===== src/rtl/uart_msg_pkg.sv =====
// Shared definitions for the UART message controller and anything that talks to it.
// Holds the packet geometry, header codes, payload field positions, reply bytes,
// the controller state encoding and the configuration record.
package uart_msg_pkg;

    localparam int MSG_W   = 40;   // header byte + 32-bit payload
    localparam int MSG_BYTES = 5;  // bytes per packet, LSB first on the wire
    localparam int HDR_W   = 8;
    localparam int PL_W    = MSG_W - HDR_W;
    localparam int CNT_W   = 3;    // wide enough to count 0..MSG_BYTES-1

    localparam logic [7:0] HDR_MEM_PARAMS = 8'h01;
    localparam logic [7:0] HDR_SYS_STATUS = 8'h02;

    localparam logic [7:0] ACK_DEFAULT  = 8'hA5;
    localparam logic [7:0] NACK_DEFAULT = 8'h5A;

    // Field positions relative to the payload (packet bits [39:8]).
    localparam int NO_NUMS_LSB     = 0;
    localparam int TEST_MODE_BIT   = 8;
    localparam int RSVD_LSB        = 9;
    localparam int RSVD_MSB        = 15;
    localparam int PULSE_WIDTH_LSB = 16;
    localparam int PULSE_GAP_LSB   = 24;
    localparam int RUN_REQ_BIT     = 0;

    typedef enum logic [1:0] {
        ST_IDLE    = 2'd0,
        ST_COLLECT = 2'd1,
        ST_DECODE  = 2'd2,
        ST_REPLY   = 2'd3
    } state_t;

    typedef struct packed {
        logic [7:0] no_nums;
        logic       test_mode;
        logic [7:0] pulse_width;
        logic [7:0] pulse_gap;
    } cfg_t;

endpackage


===== src/rtl/uart_msg_assembler.sv =====
// Byte assembler: shifts received bytes into a 40-bit packet, counts bytes, times inter-byte gaps.
// Ports: rx_data/rx_valid in, accept gates capture; msg/msg_valid out (msg_valid the cycle after byte 5),
// byte_cnt shows bytes held, timeout is a combinational strobe when a partial packet goes stale.
module uart_msg_assembler
    import uart_msg_pkg::*;
#(
    parameter int unsigned GAP_MAX = 24_000
) (
    input  logic             clk,
    input  logic             rst,
    input  logic [7:0]       rx_data,
    input  logic             rx_valid,
    input  logic             accept,
    output logic [MSG_W-1:0] msg,
    output logic             msg_valid,
    output logic [CNT_W-1:0] byte_cnt,
    output logic             timeout
);

    localparam int GAP_W = $clog2(GAP_MAX + 1);

    logic [GAP_W-1:0] gap;
    logic             collecting;
    logic             take;

    assign collecting = (byte_cnt != '0);
    assign take       = accept && rx_valid;
    // A byte arriving on the very cycle the budget is used up still counts.
    assign timeout    = collecting && !rx_valid && (gap == GAP_W'(GAP_MAX));

    always_ff @(posedge clk or posedge rst) begin
        if (rst) begin
            msg       <= '0;
            msg_valid <= 1'b0;
            byte_cnt  <= '0;
            gap       <= '0;
        end else begin
            msg_valid <= 1'b0;
            if (take) begin
                // New bytes enter at the top so the first byte ends up in [7:0].
                msg <= {rx_data, msg[MSG_W-1:8]};
                gap <= '0;
                if (byte_cnt == CNT_W'(MSG_BYTES - 1)) begin
                    byte_cnt  <= '0;
                    msg_valid <= 1'b1;
                end else begin
                    byte_cnt <= byte_cnt + CNT_W'(1);
                end
            end else if (timeout) begin
                byte_cnt <= '0;
                gap      <= '0;
            end else if (collecting && gap != GAP_W'(GAP_MAX)) begin
                gap <= gap + GAP_W'(1);
            end
        end
    end

endmodule


===== src/rtl/uart_msg_ctrl.sv =====
// UART message controller: assembles 5-byte packets, decodes MEM_PARAMS / SYS_STATUS, replies ACK/NACK.
// Ports: rx_* byte stream in; tx_* reply out (valid/ready); cfg_* + cfg_valid configure the memory
// manager; run enables it, mem_done stops it; err is sticky; led0/led1 mirror run/err.
module uart_msg_ctrl
    import uart_msg_pkg::*;
#(
    parameter int unsigned CLK_RATE     = 12_000_000,
    parameter int unsigned TIMEOUT_CLKS = 24_000,
    parameter logic [7:0]  ACK_BYTE     = ACK_DEFAULT,
    parameter logic [7:0]  NACK_BYTE    = NACK_DEFAULT
) (
    input  logic       clk,
    input  logic       rst,
    input  logic [7:0] rx_data,
    input  logic       rx_valid,
    output logic [7:0] tx_data,
    output logic       tx_valid,
    input  logic       tx_ready,
    input  logic       mem_done,
    output logic [7:0] cfg_no_nums,
    output logic       cfg_test_mode,
    output logic [7:0] cfg_pulse_width,
    output logic [7:0] cfg_pulse_gap,
    output logic       cfg_valid,
    output logic       run,
    output logic       err,
    output logic       led0,
    output logic       led1
);

    // A gap budget longer than one second of clock is meaningless for a byte stream.
    localparam int unsigned GAP_MAX = (TIMEOUT_CLKS < CLK_RATE) ? TIMEOUT_CLKS : CLK_RATE;

    state_t state_q, state_d;

    logic [MSG_W-1:0] msg;
    logic             msg_valid;
    logic [CNT_W-1:0] byte_cnt;
    logic             timeout;
    logic             accept;

    logic [HDR_W-1:0] header;
    logic [PL_W-1:0]  payload;
    logic             unused_reserved;

    logic cfg_load, err_set, err_clr, run_load, run_val, reply_load, reply_ack;

    assign accept  = (state_q == ST_IDLE) || (state_q == ST_COLLECT);
    assign header  = msg[HDR_W-1:0];
    assign payload = msg[MSG_W-1:HDR_W];
    // Reserved MEM_PARAMS bits carry no meaning and are deliberately ignored.
    assign unused_reserved = ^payload[RSVD_MSB:RSVD_LSB];

    uart_msg_assembler #(
        .GAP_MAX (GAP_MAX)
    ) u_asm (
        .clk       (clk),
        .rst       (rst),
        .rx_data   (rx_data),
        .rx_valid  (rx_valid),
        .accept    (accept),
        .msg       (msg),
        .msg_valid (msg_valid),
        .byte_cnt  (byte_cnt),
        .timeout   (timeout)
    );

    always_ff @(posedge clk or posedge rst) begin
        if (rst) begin
            state_q <= ST_IDLE;
        end else begin
            state_q <= state_d;
        end
    end

    always_comb begin
        state_d    = state_q;
        cfg_load   = 1'b0;
        err_set    = 1'b0;
        err_clr    = 1'b0;
        run_load   = 1'b0;
        run_val    = 1'b0;
        reply_load = 1'b0;
        reply_ack  = 1'b0;
        case (state_q)
            ST_IDLE: begin
                if (rx_valid) state_d = ST_COLLECT;
            end
            ST_COLLECT: begin
                if (timeout) begin
                    err_set = 1'b1;
                    state_d = ST_IDLE;
                end else if (rx_valid && byte_cnt == CNT_W'(MSG_BYTES - 1)) begin
                    state_d = ST_DECODE;
                end
            end
            ST_DECODE: begin
                // Bytes cannot be taken while a packet is being processed.
                if (rx_valid) err_set = 1'b1;
                if (msg_valid) begin
                    state_d    = ST_REPLY;
                    reply_load = 1'b1;
                    if (header == HDR_MEM_PARAMS) begin
                        // Reconfiguring under a running memory manager is refused.
                        if (run) begin
                            err_set = 1'b1;
                        end else begin
                            cfg_load  = 1'b1;
                            reply_ack = 1'b1;
                        end
                    end else if (header == HDR_SYS_STATUS) begin
                        run_load = 1'b1;
                        if (payload[RUN_REQ_BIT] && cfg_no_nums == 8'd0) begin
                            // Nothing to run: keep run low and refuse.
                            err_set = 1'b1;
                        end else begin
                            run_val   = payload[RUN_REQ_BIT];
                            reply_ack = 1'b1;
                            if (!payload[RUN_REQ_BIT]) err_clr = 1'b1;
                        end
                    end else begin
                        err_set = 1'b1;
                    end
                end else begin
                    state_d = ST_IDLE;
                end
            end
            ST_REPLY: begin
                if (rx_valid) err_set = 1'b1;
                if (tx_valid && tx_ready) state_d = ST_IDLE;
            end
            default: state_d = ST_IDLE;
        endcase
    end

    always_ff @(posedge clk or posedge rst) begin
        if (rst) begin
            cfg_no_nums     <= '0;
            cfg_test_mode   <= 1'b0;
            cfg_pulse_width <= '0;
            cfg_pulse_gap   <= '0;
            cfg_valid       <= 1'b0;
            run             <= 1'b0;
            err             <= 1'b0;
            tx_valid        <= 1'b0;
            tx_data         <= '0;
        end else begin
            cfg_valid <= cfg_load;
            if (cfg_load) begin
                cfg_no_nums     <= payload[NO_NUMS_LSB +: 8];
                cfg_test_mode   <= payload[TEST_MODE_BIT];
                cfg_pulse_width <= payload[PULSE_WIDTH_LSB +: 8];
                cfg_pulse_gap   <= payload[PULSE_GAP_LSB +: 8];
            end
            // A decoded SYS_STATUS overrides a simultaneous mem_done.
            if (run_load) begin
                run <= run_val;
            end else if (mem_done) begin
                run <= 1'b0;
            end
            if (err_set) begin
                err <= 1'b1;
            end else if (err_clr) begin
                err <= 1'b0;
            end
            if (reply_load) begin
                tx_valid <= 1'b1;
                tx_data  <= reply_ack ? ACK_BYTE : NACK_BYTE;
            end else if (tx_ready) begin
                tx_valid <= 1'b0;
            end
        end
    end

    assign led0 = run;
    assign led1 = err;

endmodule


===== config.mk =====
export PLATFORM = sky130hd
export DESIGN_NAME = uart_msg_ctrl
export DESIGN_NICKNAME = d
export VERILOG_FILES = /design/src/rtl/uart_msg_pkg.sv /design/src/rtl/uart_msg_assembler.sv /design/src/rtl/uart_msg_ctrl.sv
export SDC_FILE = /design/constraint.sdc
export NUM_CORES = 1
export LEC_CHECK = 0
export CAP_MARGIN = 20
export CORE_AREA = 2 2 94 96
export DETAILED_ROUTE_END_ITERATION = 16
export DIE_AREA = 0 0 96 98
export PLACE_DENSITY = 0.84
export SYNTH_ARGS = -nofsm -noshare
export SYNTH_HDL_FRONTEND = slang
export SYNTH_SLANG_ARGS = --single-unit

===== constraint.sdc =====
create_clock -name clk -period 2.7 [get_ports clk]
set_input_delay 0.27 -clock clk [delete_from_list [all_inputs] [get_ports clk]]
set_output_delay 0.27 -clock clk [all_outputs]
set_load 0.005 [all_outputs]

; Yosys cells after proc, flatten, opt, wreduce, memory -nomap -nowiden
; Cells that the tools add are included.
[op_classes]
reduce_logical = 18
bitwise = 0
mul = 0
eq_ne = 11
n_addsub = 2
mux = 55
n_div = 0
shift = 0
order_cmp = 0
[ops]
columns = cell, n
row1 = 15-bit two-way mux, 3
row2 = 1-bit two-way mux, 41
row3 = 15-bit by 1-bit adder with 15-bit output (second input constant), 1
row4 = 15-bit equality test (second input constant), 1
row5 = 15-bit inequality test (second input constant), 1
row6 = 2-bit two-way mux, 5
row7 = 3-bit two-way mux, 3
row8 = 8-bit by 1-bit equality test with 1-bit output (second input constant), 1
row9 = 8-bit by 2-bit equality test with 1-bit output (second input constant), 1
row10 = 8-bit zero test, 1
row11 = 8-bit two-way mux, 1
row12 = 2-bit case mux with 4 select lines, 1
row13 = 2-bit nonzero test, 4
row14 = 1-bit logical AND, 7
row15 = 3-bit nonzero test, 2
row16 = 2-bit equality test (second input constant), 2
row17 = 2-bit inequality test (second input constant), 2
row18 = 3-bit by 1-bit adder with 3-bit output (second input constant), 1
row19 = 3-bit equality test (second input constant), 1
row20 = 3-bit by 2-bit inequality test with 1-bit output (second input constant), 1
row21 = 1-bit case mux with 3 select lines, 1
row22 = 3-bit AND reduction, 1
row23 = 2-bit by 1-bit equality test with 1-bit output (second input constant), 1
row24 = 2-bit zero test, 1
row25 = 2 further kinds, 2
[word_totals]
elab_cells = 100
latch_bits = 0
ramBits = 0
ff_bits = 98
inputBits = 13
mem_count = 0
mem_bits_ro = 0

; Logic depth before layout (Yosys ltp)
[depth]
ltp_word = 9
mapped_depth = 7

; By module
; A second synthesis with hierarchy kept.
[hier_totals]
cells_unflattened = 306
hier_area_um2 = 4060.1
[by_module_without_submodules]
columns = mod, instances, cells_per_inst, area_per_inst_um2
row1 = uart_msg_assembler, 1, 197, 2537.4
row2 = uart_msg_ctrl, 1, 109, 1522.7

; Worst setup path before layout
; OpenSTA, ideal clock, no wires.
[synth_path]
kind = flip-flop to flip-flop
startpoint = register u_asm.gap[3]
endpoint = register u_asm.gap[6]
stages_incl_launch_ff = 6
slack_ns = 0.534
arrival_ns = 2.032
required_ns = 2.566
synth_period_minus_slack_ns = 2.166
n_path_buf = 1
path_cell_list = dfrtp_1 or4b_1 or4_4 o31ai_4 buf_6 a21oi_1
[synth_via]
elab_chain_cells = 4
word_cells_on_any_way = 9
cone_classes = add/sub (1) / eq/ne (2) / mux (3) / reduce/logical (3)
[synth_lines]
columns = item, line
row1 = from (decl), uart_msg_assembler.sv:22  ; logic [GAP_W-1:0] gap;
row2 = from (signal assigned), uart_msg_assembler.sv:53  ; gap <= gap + GAP_W'(1);
row3 = 15-bit by 1-bit adder with 15-bit output or 15-bit equality test (tied branches), "uart_msg_assembler.sv:53, uart_msg_assembler.sv:29"
row4 = 15-bit two-way mux or 1-bit logical AND (tied branches), "uart_msg_assembler.sv:52, uart_msg_assembler.sv:29"
row5 = 15-bit two-way mux, uart_msg_assembler.sv:49  ; end else if (timeout) begin
row6 = 15-bit two-way mux, uart_msg_assembler.sv:39  ; if (take) begin
; Several ways; a longest one is shown, not always the timed one. The select of a mux whose other input is x is not followed.
; A chain may end at the register's enable or synchronous reset.

; Worst setup path after layout
[layout_path]
startpoint = register u_asm.gap[3]
endpoint = register u_asm.gap[14]
; The elaborated chain is that of the path after synthesis.

==> metrics <==
number of port buffers=51; critical path's slowest cell=or4_4; CP max stage delay=0.61 ns; Antenna Cells=0; vias in the first global route=2948; main combinational cell family by area after synthesis=simple AND/OR/NAND/NOR gates; Tcrit/Tclk final=87.3%; status=completed; max-capacitance violation count=0; Layout fillers=701; mux share of post-synthesis cell area=7.53%; H-tree Lvls=3; antenna viol nets, final=0; Worst-path clk slew=0.09 ns; final setup skew=0.0126 ns; setup TNS=0 ns; Final HPWL DP=5300 microns; Vias=2989; Worst Path Class, Setup=register to register; synth-to-layout area growth=19.4%; routability cong.=0.830; Clock Latency Late Sink=0.37 ns; met2 GRT Util=27.5%; core area=8470 sq um; Die X=96 microns; CTS Root Cell=clkbuf_8; RSZ-0062 raised after global routing=false; Synth Warn #=0; global route overflow=0; global routing usage on met3=4.17%; GRT Util Overall=18.1%; simple-gate share of the synthesized area=22.0%; cts repair resizes=0; Syn Nets=411; Max IR drop VDD=0.436 mV; CTS Hold Buffers Added=0; number of I/O pins=52; GRT Max-Usage Layer=met2; Post-CTS Setup Inserts=0; Mapped Cells=394; sw frac=35.2%; worst hold-check path type=input port to async pin; number of flops mapped to enable cells by yosys=0; Final min period=2.36 ns; cell area after synthesis=4010 sq um; Post-Syn Area per Cell=10.2 sq um; CP Data Required Time=2.94 ns; first-pass GRT wire length=13500 microns; initial core utilization=47.3%; Die ar.=9410 sq um; row cnt=34; Clock Power Share=22.8%; Sequential Power Share=51.6%; DIE HEIGHT=98 microns; Synth area leaders=dfrtp_1, nand2_1, mux2_2; initial antenna violation count=0; Final Util=56.5%; number of CTS-inserted buffers=9; Lkg Pwr=0.00228 uW; post-synth top area cell=dfrtp_1; routed vias/inst=5.41; post-synthesis async set-or-reset flop share=100%; Crit path max-delay family=simple AND/OR/NAND/NOR gates; routed wire length=8000 microns; share of the synthesized area in the top cell type=57.5%; Worst Path Buf+Inv=1; Slew @ Worst Pin=0.786 ns; largest buffer count on any clock path=2; worst-path maximum fanout=12; max_slew headroom=47.1%; share of cells above drive strength 1=12.6%; detailed-route DRC error count=0; pin count of the biggest net entering global routing=47; Yosys reg bits=92; clock sinks=92; final setup violation count=0; Top FF cell, synth=dfrtp_1; CTS tree=built; Int Pwr=2520 uW; adder-cell share of the synthesized area=1.25%; Final Hold Fails=0; pwr dens=813 nW/um^2; CP arrival=2.59 ns; 1st-iter DRT viols=119; Worst Setup End Kind=register; Seq/Total Area, Yosys=57.5%; XOR/XNOR share of the synthesized area=1.09%; Avg WL per Cell=14.5 microns; Cell Chain, Critical Path=or4b_1, or4_4, o31ai_4, buf_4, a21oi_1; TritonRoute pass-1 iters=4; Final nets=456; hold_ws=0.181 ns; Synth Area in Compound Gates=6.12%; Netlist cell types=43; fmax=0.424 GHz; switching pwr=1370 uW; CP startpoint kind=register; GR Util met1=24.5%; Max Transition Viols Final=0; Gate power share=25.6%
-- power by group through the flow --
stage,clock network (uW),registers (uW),logic (uW)
global route,970,2060,1130
finish,887,2010,997
CTS,907,2010,1000
floorplan,0,1940,739
global placement,0,2010,947
detailed placement,0,2040,994
-- through the flow --
step | setup slack [ns] | instances | total power (uW) | cell area (sq um)
finish | 0.343 | 552 | 3890 | 4780
floorplan | 0.0380 | 394 | 2680 | 4010
CTS | 0.359 | 552 | 3920 | 4780
detailed placement | 0.378 | 536 | 3030 | 4590
global route | 0.232 | 552 | 4170 | 4780
global placement | 0.442 | 536 | 2960 | 4590
-- metal layers --
metal / share of wire [%] / up-vias / wire [microns]
met5: 0 / - / 0
met4: 2.0 / 0 / 162
met3: 5.2 / 14 / 413
met2: 49 / 80 / 3930
met1: 44 / 1486 / 3490
li1: - / 1409 / -
-- area by class of cell --
cell class	count	area (sq um)	share of cell area, %
sequential	92	2300	48.1
multi-input combinational	265	1530	31.9
timing repair buffer	59	583	12.2
tap	108	135	2.83
clock buffer	9	124	2.59
clock inverter	7	66.3	1.39
inverter	12	46.3	0.968
-- flip-flops by register name (all words and copies together) (netlist names), 2 cells and up --
signal           count
state_q              2
u_asm.gap           15
cfg_pulse_width      8
tx_data              2
u_asm.msg           40
cfg_pulse_gap        8
u_asm.byte_cnt       3
cfg_no_nums          8
-- cells in the final DEF (no fill, tap or decap), drive strengths merged, types with 2 or more instances in the layout --
| cell type | instances |
|---|---|
| clkinv | 4 |
| clkdlybuf4s50 | 51 |
| buf | 8 |
| clkbuf | 9 |
| nor2b | 2 |
| or3 | 6 |
| mux2 | 25 |
| o21ai | 10 |
| or4 | 5 |
| a31oi | 3 |
| dfrtp | 92 |
| o31ai | 4 |
| ha | 4 |
| xor2 | 2 |
| nand3 | 5 |
| nand2b | 5 |
| nor3 | 3 |
| a21oi | 13 |
| or4b | 2 |
| nor4 | 6 |
| nor2 | 8 |
| or3b | 2 |
| mux2i | 2 |
| o22ai | 2 |
| xnor2 | 3 |
| inv | 15 |
| nand2 | 134 |
| nand4b | 2 |
| nand4 | 5 |
-- final timing paths --
| path | from | end | slack, ns | cells past startpoint |
|---|---|---|---|---|
| setup / recovery | u_asm.gap[3] | u_asm.gap[14] | 0.34 | 5 |
| hold / removal | rst | cfg_pulse_gap[6] | 0.18 | 2 |
| setup reg to reg | u_asm.gap[3] | u_asm.gap[14] | 0.34 | 5 |
| hold reg to reg | u_asm.msg[17] | u_asm.msg[9] | 0.47 | 2 |
| max in group asynchronous | rst | u_asm.gap[7] | 1.83 | 3 |
| min in group clk | rx_data[5] | u_asm.msg[37] | 0.43 | 3 |
-- worst reg2reg max path, stage by stage (launching register included) --
cell and delay, ns:
dfrtp_1 0.44, or4b_1 0.56, or4_4 0.61, o31ai_4 0.31
buf_4 0.26, a21oi_1 0.07
-- cell usage after synthesis, drive strengths merged, types with 4 or more instances --
cell type and number:
ha 4, clkbuf 12, nand2 134, o21ai 10, nor4 6, nand3 5
nand4 5, inv 12, buf 13, o31ai 4, or3 6, nand2b 5
mux2 25, nor2 8, dfrtp 92, or4 5, a21oi 13
-- kinds of logic (layout without fill, tap and decap cells) --
family	count (synthesis)	count (layout)
DFF	92	92
xor gates and xnor gates	5	5
AOI/OAI and AO/OA	38	38
buffers and inverters	37	87
adders and majority gates	4	4
and+or+nand+nor	191	191
muxes	27	27
No activity file was read; power rests on OpenSTA's default activity.
==> edit 1: new RTL, same settings <==
Register the output `led1` once more; this adds one clock of latency there. The other outputs are not delayed to match.
--- a/src/rtl/uart_msg_ctrl.sv
+++ b/src/rtl/uart_msg_ctrl.sv
@@ -174,5 +174,7 @@
 
     assign led0 = run;
-    assign led1 = err;
+    always_ff @(posedge clk) begin
+        led1 <= err;
+    end
 
 endmodule
Check against the original RTL: not equivalent (a bounded check fails within 10 cycles, from zero or initial values and one cycle with rst high).
==> edit 1 against the unedited design <==
Power up 2.0%. Combinational power about the same. Non-clock buffer count down 1. Worst setup slack better by 25 ps. Fmax up 1.1%. Cell count unchanged. Cell area up 0.73%. Routed wire length down 0.50%. Sequential cell count up 1. Die area unchanged. Global-route usage down 0.054 points. Area after synthesis up 0.31%.
==> edit 1: results (changes against the unedited design) <==
[cells_and_area]
finalNetCount = 456  ; unchanged
drive_gt1_share_pct = 12.39  ; -0.23 points
reg.largest.list = u_asm.msg x40, u_asm.gap x15
diodes = 0  ; unchanged

[setup_path]
regToRegStartpoint = u_asm.gap[3]
cp.arrival_ps = 2580  ; about the same
slowest_stage = or4_4
reg2reg_setup_slack_ps = 370  ; +20 ps
cp_max_fo = 12  ; unchanged
path_class = reg -> reg
crit_start = u_asm.gap[3]
slowest_delay_ps = 600
r2r-end = u_asm.gap[3]
rr_worst_depth = 5  ; unchanged

[min_path]
hp-class = in -> async

[synth]
synth-async-reset-ratio_pct = 98.92  ; -1.1 points
synthesis.nets = 411  ; unchanged
synthDistinctLibCells = 44  ; +2.3%
ys_seq_area_share_pct = 57.78  ; +0.32 points
yosys-top-cells-count = nand2_1 (134), dfrtp_1 (92), mux2_2 (25), a21oi_1 (13)
synth-main-ff-cell = dfrtp_1
yosys_warnings = 0  ; unchanged
synth.area.top_cells = dfrtp_1 (57%), nand2_1 (13%), mux2_2 (7.0%)

[detailed_routing]
first_pass_iters = 4  ; unchanged
wl_mm = 7.961  ; -0.50%
route.antenna.remaining_nets = 0  ; unchanged
drt-vias-per-instance = 5.370  ; -0.84%
initialDrtViolationCount = 192  ; +61%

[placed_design]
dp_hpwl_mm = 5.371  ; +1.3%
placed_cell_area_um2 = 4606  ; +0.27%
gp_congestion = 0.8421  ; +1.5%
io_buffers = 51  ; unchanged

[cts]
cts_resized = 0  ; unchanged
clockBufferDepth = 2  ; unchanged
cts-buffers-inserted = 9  ; unchanged
cts_root_buffer = clkbuf_8
htree_levels = 3  ; unchanged
clkLatencyLatePin_ps = 370  ; about the same
post-cts-setup-buffers = 0  ; unchanged
path_clk_slew_ps = 110  ; +20 ps

[grt]
grt_pass1_vias = 2933  ; -0.51%
grt_pass1_wl_mm = 13.50  ; +0.26%
grtUsageTotal_pct = 18.09  ; -0.054 points
grt_max_degree = 45  ; -4.3%
antenna_found_initial = 0  ; unchanged

[status]
status = finished, final reports clean

[pwr]
max-vdd-ir-drop_uv = 624.9  ; +43%
netSwitchingPower_uw = 1419  ; +3.8%
power_leakage_uw = 0.002290  ; +0.48%

[timing]
tightestPinTransition_ps = 896.7  ; +110.5 ps
skew_ps = 15.12  ; +2.488 ps
whs_ps = 286.4  ; +105.3 ps

-- edit 1: cell types whose count changed after synthesis, sizes merged --
cell   unedited run  this run
buf              13        12
dfxtp             0         1
-- edit 1: worst max-delay path: cells and delay by family, from the launching register on --
| kind | cells | cell delay, ps |
|---|---|---|
| buffers and inverters | 1 | 250 |
| DFF | 1 | 430 |
| AOI/OAI and AO/OA | 1 | 300 |
| and+or+nand+nor | 3 | 1230 |
-- edit 1: area by class of cell --
type                    instances  area (um2)
inverters                      12       46.29
fillers                       679        3647
multi-input cells             265        1526
clock buffers                   9       123.9
clock inverters                 7       88.84
well taps                     108       135.1
repair buffers                 58       575.6
flip-flops and latches         93        2322
-- edit 1: routing by layer --
layer,vias up,global-route usage [%],part of all wire (%)
met5,-,0,0
met4,0,6.264,1.7
met2,94,27.46,48
met3,18,5.556,6.2
met1,1438,24.69,44
li1,1414,-,-
-- edit 1: power groups by stage --
stage               combinational, uW  clock, uW  sequential (uW)
floorplan                         738          0             1960
global placement                  940          0             2030
detailed placement               1000          0             2050
CTS                              1000        956             2030
global route                     1140       1010             2080
finish                           1000        943             2030
-- edit 1: stage by stage --
stage	std cells	util (%)	setup WS (ps)
4_1_cts	552	56.92	379.2
6_report	552	56.92	367.6
2_1_floorplan	394	-	38.04
5_1_grt	552	56.92	274.1
3_3_place_gp	536	54.40	446.2
3_5_place_dp	536	54.40	390.6
-- edit 1: logic make-up after synthesis --
group	synth area share, %
flip-flops	57.78
XOR/XNOR	1.090
buffers and inverters	4.296
multiplexers	7.503
AND/OR/NAND/NOR	21.98
adder cells (fa/ha/maj)	1.245
AO/OA/AOI/OAI	6.102
==> edit 2: new RTL, same flow settings <==
Without the edit above. Change the package constant `NO_NUMS_LSB` from 0 to 1.
--- a/src/rtl/uart_msg_pkg.sv
+++ b/src/rtl/uart_msg_pkg.sv
@@ -17,5 +17,5 @@
 
     // Field positions relative to the payload (packet bits [39:8]).
-    localparam int NO_NUMS_LSB     = 0;
+    localparam int NO_NUMS_LSB     = 1;
     localparam int TEST_MODE_BIT   = 8;
     localparam int RSVD_LSB        = 9;
Formal check against the unedited RTL: not equivalent (Yosys sat finds a counterexample within 10 cycles, from zero or initial values and one cycle with rst high).
==> edit 2 against the unedited design <==
Worst setup slack improved by 110 ps. Utilization decreased by 0.89 points. Non-clock buffer count increased by 1. Routed wire length is 2.4% lower. Clock skew fell by 1.6 ps. Cell area is 1.6% lower. Sequential cell count is 1 lower. Sequential share of layout area rose by 0.24 points. Power is 7.7% lower. Area after synthesis fell by 2.5%. Critical path type unchanged.
==> edit 2: results (changes against the unedited design) <==
[placed_design]
gp_congestion = 0.8100  ; -2.4%
io_buffers = 51  ; unchanged
dp_hpwl_mm = 5.456  ; +2.9%
dp.cells = 530  ; -1.1%

[pwr]
power_leakage_uw = 0.002267  ; -0.55%
max-vdd-ir-drop_uv = 379.5  ; -13%

[detailed_routing]
initialDrtViolationCount = 183  ; +54%
wl_mm = 7.812  ; -2.4%
drt-vias-per-instance = 5.275  ; -2.6%
num_vias = 2880  ; -3.6%

[cells_and_area]
finalNetCount = 450  ; -1.3%
drive_gt1_share_pct = 13.24  ; +0.63 points

[grt]
grt_pass1_wl_mm = 13.91  ; +3.3%
grtUsageTotal_pct = 18.51  ; +0.37 points
grt_pass1_vias = 2933  ; -0.51%
grt_max_degree = 34  ; -28%

[synth]
ys_seq_area_share_pct = 58.31  ; +0.85 points
synthesis.nets = 403  ; -1.9%
synthAdderAreaFrac_pct = 1.282  ; +0.032 points
synthDistinctLibCells = 42  ; -2.3%
synth_compound_area_share_pct = 5.415  ; -0.71 points
synth.area.top_cells = dfrtp_1 (58%), nand2_1 (13%), mux2_2 (6.9%)
synthXorXnorAreaFrac_pct = 1.121  ; +0.028 points
yosys-top-cells-count = nand2_1 (135), dfrtp_1 (91), mux2_2 (24), clkbuf_1 (13), nor2_1 (13)
synthCells = 386  ; -2.0%

[setup_path]
slowest_stage = or4_1
cp_top_family = simple AND/OR/NAND/NOR gates
crit_start = u_asm.byte_cnt[0]
slowest_delay_ps = 650  ; +40 ps
cp_max_fo = 7  ; -5

[timing]
skew_ps = 11.01  ; -1.623 ps
tightestPinTransition_ps = 615.2  ; -170.9 ps

[cts]
clkLatencyLatePin_ps = 370  ; about the same

[status]
status = finished, final reports clean

edit 2: metal layers:
layer,up-vias,wire length [um],track usage (%)
met5,-,0,0
met4,0,76,4.286
met3,9,467,4.861
met2,84,3758,28.85
met1,1404,3508,26.09
li1,1383,-,-
edit 2: through the flow:
stage	total power, uW	instance area (um2)	utilization [%]	setup slack [ps]	hold WS [ps]
5_1_grt	3848	4708	55.62	348.0	166.2
3_3_place_gp	2649	4511	53.28	626.4	450.4
4_1_cts	3622	4708	55.62	473.6	145.6
2_1_floorplan	2433	3905	-	66.39	366.4
3_5_place_dp	2714	4511	53.28	499.8	455.4
6_report	3591	4708	55.62	456.1	155.0
edit 2: power breakdown:
| group | internal (uW) | switching [uW] |
|---|---|---|
| clock | 367 | 543 |
| sequential | 1680 | 265 |
| combinational | 332 | 404 |
edit 2: path summary, 6_finish.rpt:
kind	slack, ps	to	cells after the start
worst min-delay path	160	u_asm.msg[38]	2
min in group clk	420	u_asm.msg[34]	3
worst min register to register	480	u_asm.msg[14]	2
max in group asynchronous	1850	u_asm.gap[6]	3
worst max-delay path	460	u_asm.gap[14]	6
worst max register to register	460	u_asm.gap[14]	6
edit 2: layout make-up:
| class | count | area, um2 |
|---|---|---|
| fillers | 720 | 3757 |
| flip-flops and latches | 91 | 2277 |
| multi-input cells | 261 | 1469 |
| repair buffers | 60 | 590.6 |
| well taps | 108 | 135.1 |
| clock buffers | 9 | 123.9 |
| clock inverters | 7 | 73.82 |
| inverters | 10 | 38.79 |
edit 2: cells by family after synthesis:
group	count (synthesis)
and+or+nand+nor	196
DFF	91
buffers and inverters	34
AOI/OAI and AO/OA	32
muxes	24
xor gates and xnor gates	5
adders and majority gates	4
